**src/rtl/tx_frame_arbiter_if.sv**
```systemverilog
// Bus bundle between the per-command message builders and the frame arbiter,
// plus the byte-level start/done handshake toward the UART transmitter.
interface tx_frame_arbiter_if #(
  parameter int NREQ   = 4,
  parameter int MAXLEN = 6
);
  logic [NREQ-1:0]          Req;
  logic [NREQ*3-1:0]        ReqLen;
  logic [NREQ*MAXLEN*8-1:0] ReqPayload;
  logic [NREQ-1:0]          Grant;
  logic [NREQ-1:0]          FrameDone;
  logic                     ByteStart;
  logic [7:0]               ByteData;
  logic                     ByteDone;
  logic                     Busy;
  logic                     TimeoutErr;

  modport master (
    output Req, ReqLen, ReqPayload, ByteDone,
    input  Grant, FrameDone, ByteStart, ByteData, Busy, TimeoutErr
  );

  modport slave (
    input  Req, ReqLen, ReqPayload, ByteDone,
    output Grant, FrameDone, ByteStart, ByteData, Busy, TimeoutErr
  );
endinterface

```
**src/rtl/tx_frame_arbiter.sv**
```systemverilog
// Round-robin frame arbiter sequencing latched frames onto a byte transmitter.
// Optional: define TERMINATOR_EN to append two 8'h2E bytes to every frame.
module tx_frame_arbiter #(
  parameter int NREQ    = 4,
  parameter int MAXLEN  = 6,
  parameter int TIMEOUT = 4095
) (
  input logic               Clk,
  input logic               nRst,
  tx_frame_arbiter_if.slave bus
);
  localparam int IDXW = (NREQ > 1) ? $clog2(NREQ) : 1;
  localparam int CNTW = (TIMEOUT > 1) ? $clog2(TIMEOUT + 1) : 1;

`ifdef TERMINATOR_EN
  typedef enum logic [2:0] {IDLE, LOAD, ISSUE, WAIT, TERM1, TERM2, DONE} state_t;
`else
  typedef enum logic [2:0] {IDLE, LOAD, ISSUE, WAIT, DONE} state_t;
`endif

  state_t              state;
  logic [IDXW-1:0]     rrPtr;
  logic [IDXW-1:0]     winner;
  logic [IDXW-1:0]     pick;
  logic [IDXW-1:0]     cand;
  logic                anyReq;
  logic [2:0]          pickLen;
  logic [2:0]          frameLen;
  logic [2:0]          idx;
  logic [MAXLEN*8-1:0] pickPayload;
  logic [MAXLEN*8-1:0] shadow;
  logic [CNTW-1:0]     waitCnt;
  logic [NREQ-1:0]     grant;
  logic [NREQ-1:0]     frameDone;
  logic                byteStart;
  logic [7:0]          byteData;
  logic                busy;
  logic                timeoutErr;
`ifdef TERMINATOR_EN
  logic [1:0]          termCnt;
`endif

  // First set request searching upward from the slot after the last winner.
  always_comb begin
    anyReq = 1'b0;
    pick   = '0;
    cand   = '0;
    for (int unsigned k = 1; k <= NREQ; k++) begin
      cand = IDXW'((32'(rrPtr) + k) % 32'(NREQ));
      if (!anyReq && bus.Req[cand]) begin
        anyReq = 1'b1;
        pick   = cand;
      end
    end
    pickPayload = bus.ReqPayload[int'(pick)*MAXLEN*8 +: MAXLEN*8];
    pickLen     = bus.ReqLen[int'(pick)*3 +: 3];
    if (pickLen > 3'(MAXLEN)) pickLen = 3'(MAXLEN);
  end

  // Frame is captured on the IDLE->LOAD edge so byte 0 is ready for ISSUE.
  always_ff @(posedge Clk or negedge nRst) begin
    if (!nRst) begin
      state      <= IDLE;
      rrPtr      <= IDXW'(NREQ - 1);
      winner     <= '0;
      frameLen   <= '0;
      idx        <= '0;
      shadow     <= '0;
      waitCnt    <= '0;
      grant      <= '0;
      frameDone  <= '0;
      byteStart  <= 1'b0;
      byteData   <= '0;
      busy       <= 1'b0;
      timeoutErr <= 1'b0;
`ifdef TERMINATOR_EN
      termCnt    <= '0;
`endif
    end else begin
      byteStart  <= 1'b0;
      frameDone  <= '0;
      timeoutErr <= 1'b0;
      case (state)
        IDLE: if (anyReq) begin
          winner   <= pick;
          grant    <= NREQ'(1) << pick;
          shadow   <= pickPayload;
          frameLen <= pickLen;
          idx      <= '0;
          busy     <= 1'b1;
`ifdef TERMINATOR_EN
          termCnt  <= '0;
`endif
          state    <= LOAD;
        end
        LOAD: begin
          if (frameLen == 3'd0) begin
`ifdef TERMINATOR_EN
            termCnt   <= 2'd1;
            byteStart <= 1'b1;
            byteData  <= 8'h2E;
            state     <= TERM1;
`else
            frameDone <= grant;
            grant     <= '0;
            state     <= DONE;
`endif
          end else begin
            byteStart <= 1'b1;
            byteData  <= shadow[7:0];
            state     <= ISSUE;
          end
        end
`ifdef TERMINATOR_EN
        ISSUE, TERM1, TERM2: begin
`else
        ISSUE: begin
`endif
          waitCnt <= '0;
          state   <= WAIT;
        end
        WAIT: begin
          if (bus.ByteDone) begin
`ifdef TERMINATOR_EN
            if (termCnt == 2'd2) begin
              frameDone <= grant;
              grant     <= '0;
              state     <= DONE;
            end else if (termCnt == 2'd1 || idx == frameLen - 3'd1) begin
              termCnt   <= termCnt + 2'd1;
              byteStart <= 1'b1;
              byteData  <= 8'h2E;
              state     <= (termCnt == 2'd1) ? TERM2 : TERM1;
            end
`else
            if (idx == frameLen - 3'd1) begin
              frameDone <= grant;
              grant     <= '0;
              state     <= DONE;
            end
`endif
            else begin
              idx       <= idx + 3'd1;
              byteStart <= 1'b1;
              byteData  <= shadow[8*(int'(idx)+1) +: 8];
              state     <= ISSUE;
            end
          end else if (waitCnt == CNTW'(TIMEOUT - 1)) begin
            timeoutErr <= 1'b1;
            grant      <= '0;
            busy       <= 1'b0;
            rrPtr      <= winner;
            state      <= IDLE;
          end else begin
            waitCnt <= waitCnt + 1'b1;
          end
        end
        DONE: begin
          rrPtr <= winner;
          busy  <= 1'b0;
          state <= IDLE;
        end
        default: state <= IDLE;
      endcase
    end
  end

  assign bus.Grant      = grant;
  assign bus.FrameDone  = frameDone;
  assign bus.ByteStart  = byteStart;
  assign bus.ByteData   = byteData;
  assign bus.Busy       = busy;
  assign bus.TimeoutErr = timeoutErr;
endmodule

```
**src/flat_wrapper.sv**
```systemverilog
// flat-port wrapper written by rule: the top's interface ports become plain ports
module tx_frame_arbiter_flat 
#(
  parameter int NREQ    = 4,
  parameter int MAXLEN  = 6,
  parameter int TIMEOUT = 4095
)
  (Clk, nRst, bus_Req, bus_ReqLen, bus_ReqPayload, bus_ByteDone, bus_Grant, bus_FrameDone, bus_ByteStart, bus_ByteData, bus_Busy, bus_TimeoutErr);
  tx_frame_arbiter_if #(.NREQ(NREQ), .MAXLEN(MAXLEN)) bus_i ();
  input logic Clk;
  input logic nRst;
  input wire logic [$bits(bus_i.Req)-1:0] bus_Req;
  input wire logic [$bits(bus_i.ReqLen)-1:0] bus_ReqLen;
  input wire logic [$bits(bus_i.ReqPayload)-1:0] bus_ReqPayload;
  input wire logic [$bits(bus_i.ByteDone)-1:0] bus_ByteDone;
  output wire logic [$bits(bus_i.Grant)-1:0] bus_Grant;
  output wire logic [$bits(bus_i.FrameDone)-1:0] bus_FrameDone;
  output wire logic [$bits(bus_i.ByteStart)-1:0] bus_ByteStart;
  output wire logic [$bits(bus_i.ByteData)-1:0] bus_ByteData;
  output wire logic [$bits(bus_i.Busy)-1:0] bus_Busy;
  output wire logic [$bits(bus_i.TimeoutErr)-1:0] bus_TimeoutErr;
  assign bus_i.Req = bus_Req;
  assign bus_i.ReqLen = bus_ReqLen;
  assign bus_i.ReqPayload = bus_ReqPayload;
  assign bus_i.ByteDone = bus_ByteDone;
  assign bus_Grant = bus_i.Grant;
  assign bus_FrameDone = bus_i.FrameDone;
  assign bus_ByteStart = bus_i.ByteStart;
  assign bus_ByteData = bus_i.ByteData;
  assign bus_Busy = bus_i.Busy;
  assign bus_TimeoutErr = bus_i.TimeoutErr;
  tx_frame_arbiter #(.NREQ(NREQ), .MAXLEN(MAXLEN), .TIMEOUT(TIMEOUT)) u_core (.Clk(Clk), .nRst(nRst), .bus(bus_i));
endmodule
```
**config.mk**
```make
export PLATFORM = sky130hd
export DESIGN_NAME = tx_frame_arbiter_flat
export DESIGN_NICKNAME = d
export VERILOG_FILES = /design/src/rtl/tx_frame_arbiter_if.sv /design/src/rtl/tx_frame_arbiter.sv /design/src/flat_wrapper.sv
export SDC_FILE = /design/constraint.sdc
export NUM_CORES = 1
export LEC_CHECK = 0
export ABC_AREA = 0
export BUFFER_PORTS_ARGS = -buffer_cell sky130_fd_sc_hd__clkbuf_2
export CAP_MARGIN = 0
export CORE_ASPECT_RATIO = 1.25
export CORE_MARGIN = 10
export CORE_UTILIZATION = 29
export DETAILED_ROUTE_END_ITERATION = 10
export PLACE_DENSITY_LB_ADDON = 0.08
export SYNTH_ARGS = -nofsm -noshare
export SYNTH_HDL_FRONTEND = slang
export SYNTH_SLANG_ARGS = --single-unit
```
**constraint.sdc**
```tcl
create_clock -name Clk -period 2.5 [get_ports Clk]
set_input_delay 0.25 -clock Clk [delete_from_list [all_inputs] [get_ports Clk]]
set_output_delay 0.25 -clock Clk [all_outputs]
set_load 0.02 [all_outputs]
```
# Word level (Yosys, flattened, before mapping)

Index checks and enable logic that the tools add are counted.

Reductions and logical operators: 22
Add/subtract/negate cells: 8
Equal/unequal tests: 16
Shift operators: 4
Multiply operators: 2
Muxes and demuxes: 58
$lt $le $gt $ge: 5

Operator list:

| cell                  | number |
|---|---|
| $shiftx 192x32->48    | 1 |
| $shiftx 48x32->8      | 1 |
| $mux 4                | 8 |
| $shiftx 12x32->3      | 1 |
| $mux 3                | 9 |
| $mux 12               | 2 |
| $mux 8                | 3 |
| $pmux 12 s2           | 1 |
| $mux 1                | 17 |
| $pmux 8 s2            | 1 |
| $add 12x1->12 const B | 1 |
| $eq 12x12->1 const B  | 1 |
| $lt 2x3->1 const B    | 4 |
| $mux 2                | 6 |
| $pmux 3 s4            | 1 |
| $pmux 4 s3            | 1 |
| $reduce_and 4->1      | 3 |
| $ne 2x2->1 const B    | 5 |
| $bmux 1 s2            | 4 |
| $mul 2x2->4 const B   | 2 |
| $pmux 4 s2            | 1 |
| $reduce_bool 2->1     | 4 |
| $eq 3x2->1 const B    | 2 |
| $logic_not 3->1       | 2 |
| other kinds (22)      | 34 |

Word-level logic and storage cells: 128
Flip-flop bits (word level): 92
Input port bits: 211
Output and inout bits: 19

# Longest topological paths before layout

Depth in word-level cells: 17
Mapped depth: 10
Mapped depth without buffers: 10

# Worst setup path after synthesis

OpenSTA, ideal clock, no wires.

Path kind: register to register
Start: register u_core.frameLen[0]
End: register u_core.grant[1] (netlist: u_core.bus.Grant[1])
Slack: 525 ps
Period minus slack after synthesis: 1,975 ps
Arrival time: 1,854 ps
Setup time: 122 ps
Stages on the path, launching flop included: 10
Path through: dfrtp_1 -> inv_1 -> ha_1 -> ha_1 -> xnor2_1 -> nor3_1 -> o22ai_1 -> nand2_1 -> nand2_1 -> a32o_1

Cells in the longest elaborated chain, start to end: 4

RTL lines:

| element                        | line                    | text |
|---|---|---|
| start: declaration             | tx_frame_arbiter.sv:28  | `logic [2:0] frameLen;` |
| start signal: assignment       | tx_frame_arbiter.sv:88  | `frameLen <= pickLen;` |
| $sub 3x1->3                    | tx_frame_arbiter.sv:136 | `if (idx == frameLen - 3'd1) begin` |
| $eq 3x3->1                     | tx_frame_arbiter.sv:136 |  |
| $ne 3x2->1 (no line)           | -                       |  |
| $reduce_and 5->1 (no line) (*) | -                       |  |
| end signal: assignment         | tx_frame_arbiter.sv:86  | `grant <= NREQ'(1) << pick;` |
| end: declaration               | tx_frame_arbiter.sv:33  | `logic [NREQ-1:0] grant;` |

Every way passes the cells marked *; elsewhere a longest branch is shown, timed or not.
A chain may end at the register's enable or synchronous reset.

# Final worst setup path

Start: register u_core.frameLen[0]
End: register u_core.byteData[5] (netlist: u_core.bus.ByteData[5])

Cells in the longest elaborated chain, start to end: 4

RTL lines:

| element                        | line                    | text |
|---|---|---|
| $sub 3x1->3                    | tx_frame_arbiter.sv:136 |  |
| $eq 3x3->1                     | tx_frame_arbiter.sv:136 |  |
| $ne 2x2->1 (no line)           | -                       |  |
| $reduce_and 4->1 (no line) (*) | -                       |  |
| end signal: assignment         | tx_frame_arbiter.sv:110 | `byteData <= shadow[7:0];` |
| end signal: assignment         | tx_frame_arbiter.sv:145 | `byteData <= shadow[8*(int'(idx)+1) +: 8];` |
| end: declaration               | tx_frame_arbiter.sv:36  | `logic [7:0] byteData;` |

Marks and branches as above.

==> metrics.yaml <==
placement:
  globalplace.congestion: 0.7633
  dp_worst_setup_slack_ns: 0.4268
  place_inst: 1254
  place_area_um2: 7178
  io_buffers: 229
  hpwl_um: 15430
critical_path:
  cpLargestDelayFamily: "adder cells"
  critPathCaptureType: "flip-flop"
  cp_max_fo: 17
  crit_path_frequent_cell: "ha_1"
  crit_slowest_cell: "dfrtp_1"
  critPathBufInv: 2
  crit_arrival_ns: 2.29
  worst_setup_path_start_kind: "flip-flop"
  crit_cells: 9
  crit_required_ns: 2.73
  ff2ff_path_depth: 9
  crit_type: "flip-flop to flip-flop"
  path_cells: "inv_1, ha_1, ha_1, xnor2_1, nor3_1, o22ai_1, nand2_1, buf_4, o21ai_0"
  max_stage_delay_ns: 0.39
layout:
  fillers: 2206
  drive_gt1_share_pct: 26.67
  final_cell_area_um2: 7512
  antenna_cells: 0
  area_growth_pct: 30.13
  seqCellArea_um2: 2305
  multi_input_area_um2: 3191
  layout.nets: 1217
  fin_util_pct: 38.44
  finalNonFillerCells: 1270
power:
  power_mw: 8.184
  clkPwrFrac_pct: 18.2
  power_switching_mw: 3.606
  combPwrFrac_pct: 50.9
  powerDensity_nw_per_um2: 1089
  p_int_mw: 4.578
  sequentialPowerShare_pct: 30.9
  swShare_pct: 44.06
  p_leak_nw: 3.926
  vdd_ir_drop_max_mv: 0.3583
die:
  start_util_pct: 29.54
  core_area_um2: 19540
  die_w_um: 146.2
  num_rows: 57
  ios: 230
  die_h_um: 177.7
  fp.dieArea_um2: 25990
global_routing:
  grt_pass1_vias: 6061
  grt_antenna_before_repair: 0
  grt_overflow_total: 0
  grt_max_degree: 68
  grt_usage_pct: 14.75
  grt_pass1_wl_um: 31240
detailed_routing:
  drt-initial-drc-count: 255
  drc_errors: 0
  vias: 5804
  drtPass1Iterations: 6
  wirelength_um: 19540
  routedWlPerCell_um: 15.38
  viasPerCell: 4.570
  drtAntennaViolNets: 0
sta:
  layout_min_cycle_time_ns: 2.063
  finalSetupViolations: 0
  setup_slack_ns: 0.4374
  slew_viol_final: 0
  skew_ns: 0.009512
  rsz0062_at_grt: "no"
  tns_ns: 0
  fmax_ghz: 0.4848
  hold_violations: 0
  period_share_pct: 82.51
  relSlewSlack_pct: 61.75
  whs_ns: 0.2579
  worst_pin_slew_ns: 0.5738
clock_network:
  cts_hold_buf: 1
  clkSinkCount: 92
  htreeDepth: 3
  cts_root_buffer: "clkbuf_16"
  path_clk_slew_ns: 0.07
  cts_tree: "built"
  insertion_delay_ns: 0.35
  cts-resized-gates: 0
  cts_setup_buffers: 0
  numCtsBuffers: 9
  clock_path_buffers: 2
yosys:
  synthXorXnorAreaFrac_pct: 1.972
  syn_inst: 804
  synth_top_family_by_area: "simple AND/OR/NAND/NOR gates"
  synth.cell_area_um2: 5773
  syn-num-nets: 1020
  synthMuxAreaShare_pct: 4.898
  ys_seq_elements: 92
  yosysWarnings: 0
  synth-async-reset-ratio_pct: 100.0
  yosysSeqAreaShare_pct: 39.92
  yosys_most_used_dff: "dfrtp_1"
  synth_fa_ha_area_share_pct: 1.084
  yosys.area_share.simple_pct: 31.51
  avgSynthCellArea_um2: 7.180
  yosysUniqueCellTypes: 42
  synth_enable_flop_cells: 0
  synth_compound_area_share_pct: 15.34
hold_path:
  hold_depth: 5
  hold_path.class: "primary input to flip-flop"
outcome:
  status: "finished clean"
job:
  drv_cap: 0
[registers in the layout, summed over array words and instances (netlist names)]
signal                 count
u_core.bus.Busy            1
u_core.bus.ByteData        8
u_core.bus.ByteStart       1
u_core.bus.FrameDone       4
u_core.bus.Grant           4
u_core.bus.TimeoutErr      1
u_core.frameLen            3
u_core.idx                 3
u_core.rrPtr               2
u_core.shadow             48
u_core.state               3
u_core.waitCnt            12
u_core.winner              2
[power groups by stage]
stage                     sequential [mW]  clock, mW  combinational, mW
final                                2.53       1.49               4.17
after global routing                 2.60       1.59               4.81
after CTS                            2.54       1.53               4.28
after detailed placement             2.57          0               4.27
after global placement               2.57          0               4.23
after floorplan                      2.48          0               3.03
[metal layers]
metal  vias to the layer above  wire, µm  GRT usage [%]
li1                       3072         -              -
met1                      2594      7980          16.64
met2                       121     10200          26.67
met3                        17      1050          3.822
met4                         0       307          4.470
met5                         -         0              0
[Yosys cell counts (3+ instances only)]
master / instances / area (µm²)
nand4_1: 6 / 37.54
ha_1: 5 / 62.56
nor2_1: 25 / 93.84
mux2i_1: 26 / 260.3
o31ai_1: 3 / 22.52
o22ai_1: 10 / 62.56
inv_1: 6 / 22.52
nand3_1: 57 / 285.3
nand2_1: 326 / 1224
o21ai_1: 100 / 500.5
a21oi_1: 18 / 90.09
nor3_1: 4 / 20.02
dfrtp_1: 90 / 2252
a32o_1: 4 / 40.04
buf_2: 36 / 180.2
and2_1: 6 / 37.54
o21ai_0: 16 / 80.08
xor2_1: 7 / 61.31
xnor2_1: 6 / 52.55
buf_1: 6 / 22.52
nand2b_1: 4 / 25.02
clkbuf_1: 12 / 45.04
buf_4: 3 / 22.52
[layout by cell type, fill, tap and decap left out, types with 5 or more instances in the layout]
master | synthesis | layout
a21oi_1 | 18 | 18
and2_1 | 6 | 6
buf_12 | 0 | 6
buf_4 | 3 | 9
clkbuf_16 | 0 | 9
clkbuf_2 | 0 | 228
dfrtp_1 | 90 | 90
ha_1 | 5 | 5
inv_1 | 6 | 6
mux2i_1 | 26 | 26
nand2_1 | 326 | 325
nand3_1 | 57 | 57
nand4_1 | 6 | 6
nor2_1 | 25 | 25
o21ai_0 | 16 | 16
o21ai_1 | 100 | 100
o22ai_1 | 10 | 10
xnor2_1 | 6 | 6
xor2_1 | 7 | 7
[worst register-to-register path, cell delays in order, from the launching register on]
cell     delay (ns)
dfrtp_1        0.39
inv_1          0.06
ha_1           0.19
ha_1           0.28
xnor2_1        0.12
nor3_1         0.33
o22ai_1        0.14
nand2_1        0.12
buf_4          0.21
o21ai_0        0.11
[final timing paths]
kind,start,to,slack [ns]
max in group asynchronous,nRst,u_core.state[0]$_DFFE_PN0P_,1.43
worst max register to register,u_core.frameLen[0]$_DFFE_PN0P_,u_core.bus.ByteData[5]$_DFFE_PN0P_,0.44
worst min-delay path,bus_ReqPayload[54],u_core.shadow[6]$_DFFE_PN0P_,0.26
worst min register to register,u_core.winner[1]$_DFFE_PN0P_,u_core.winner[1]$_DFFE_PN0P_,0.48
min in group asynchronous,nRst,u_core.waitCnt[4]$_DFFE_PN0P_,0.37
worst max-delay path,u_core.frameLen[0]$_DFFE_PN0P_,u_core.bus.ByteData[5]$_DFFE_PN0P_,0.44
[layout make-up]
cell class              count  share of cell area (%)
multi-input cells         648                   42.47
clock buffers              10                   3.181
well taps                 265                   4.414
clock inverters             5                   1.133
inverters                   6                  0.2998
repair buffers            244                   17.82
flip-flops and latches     92                   30.68
[kinds of logic after synthesis]
kind of cell / Yosys count
and+or+nand+nor: 441
xor gates and xnor gates: 13
muxes: 28
DFF: 92
buffers and inverters: 64
AOI/OAI and AO/OA: 161
adders and majority gates: 5
Note: power is estimated with default switching activity, not from simulation.
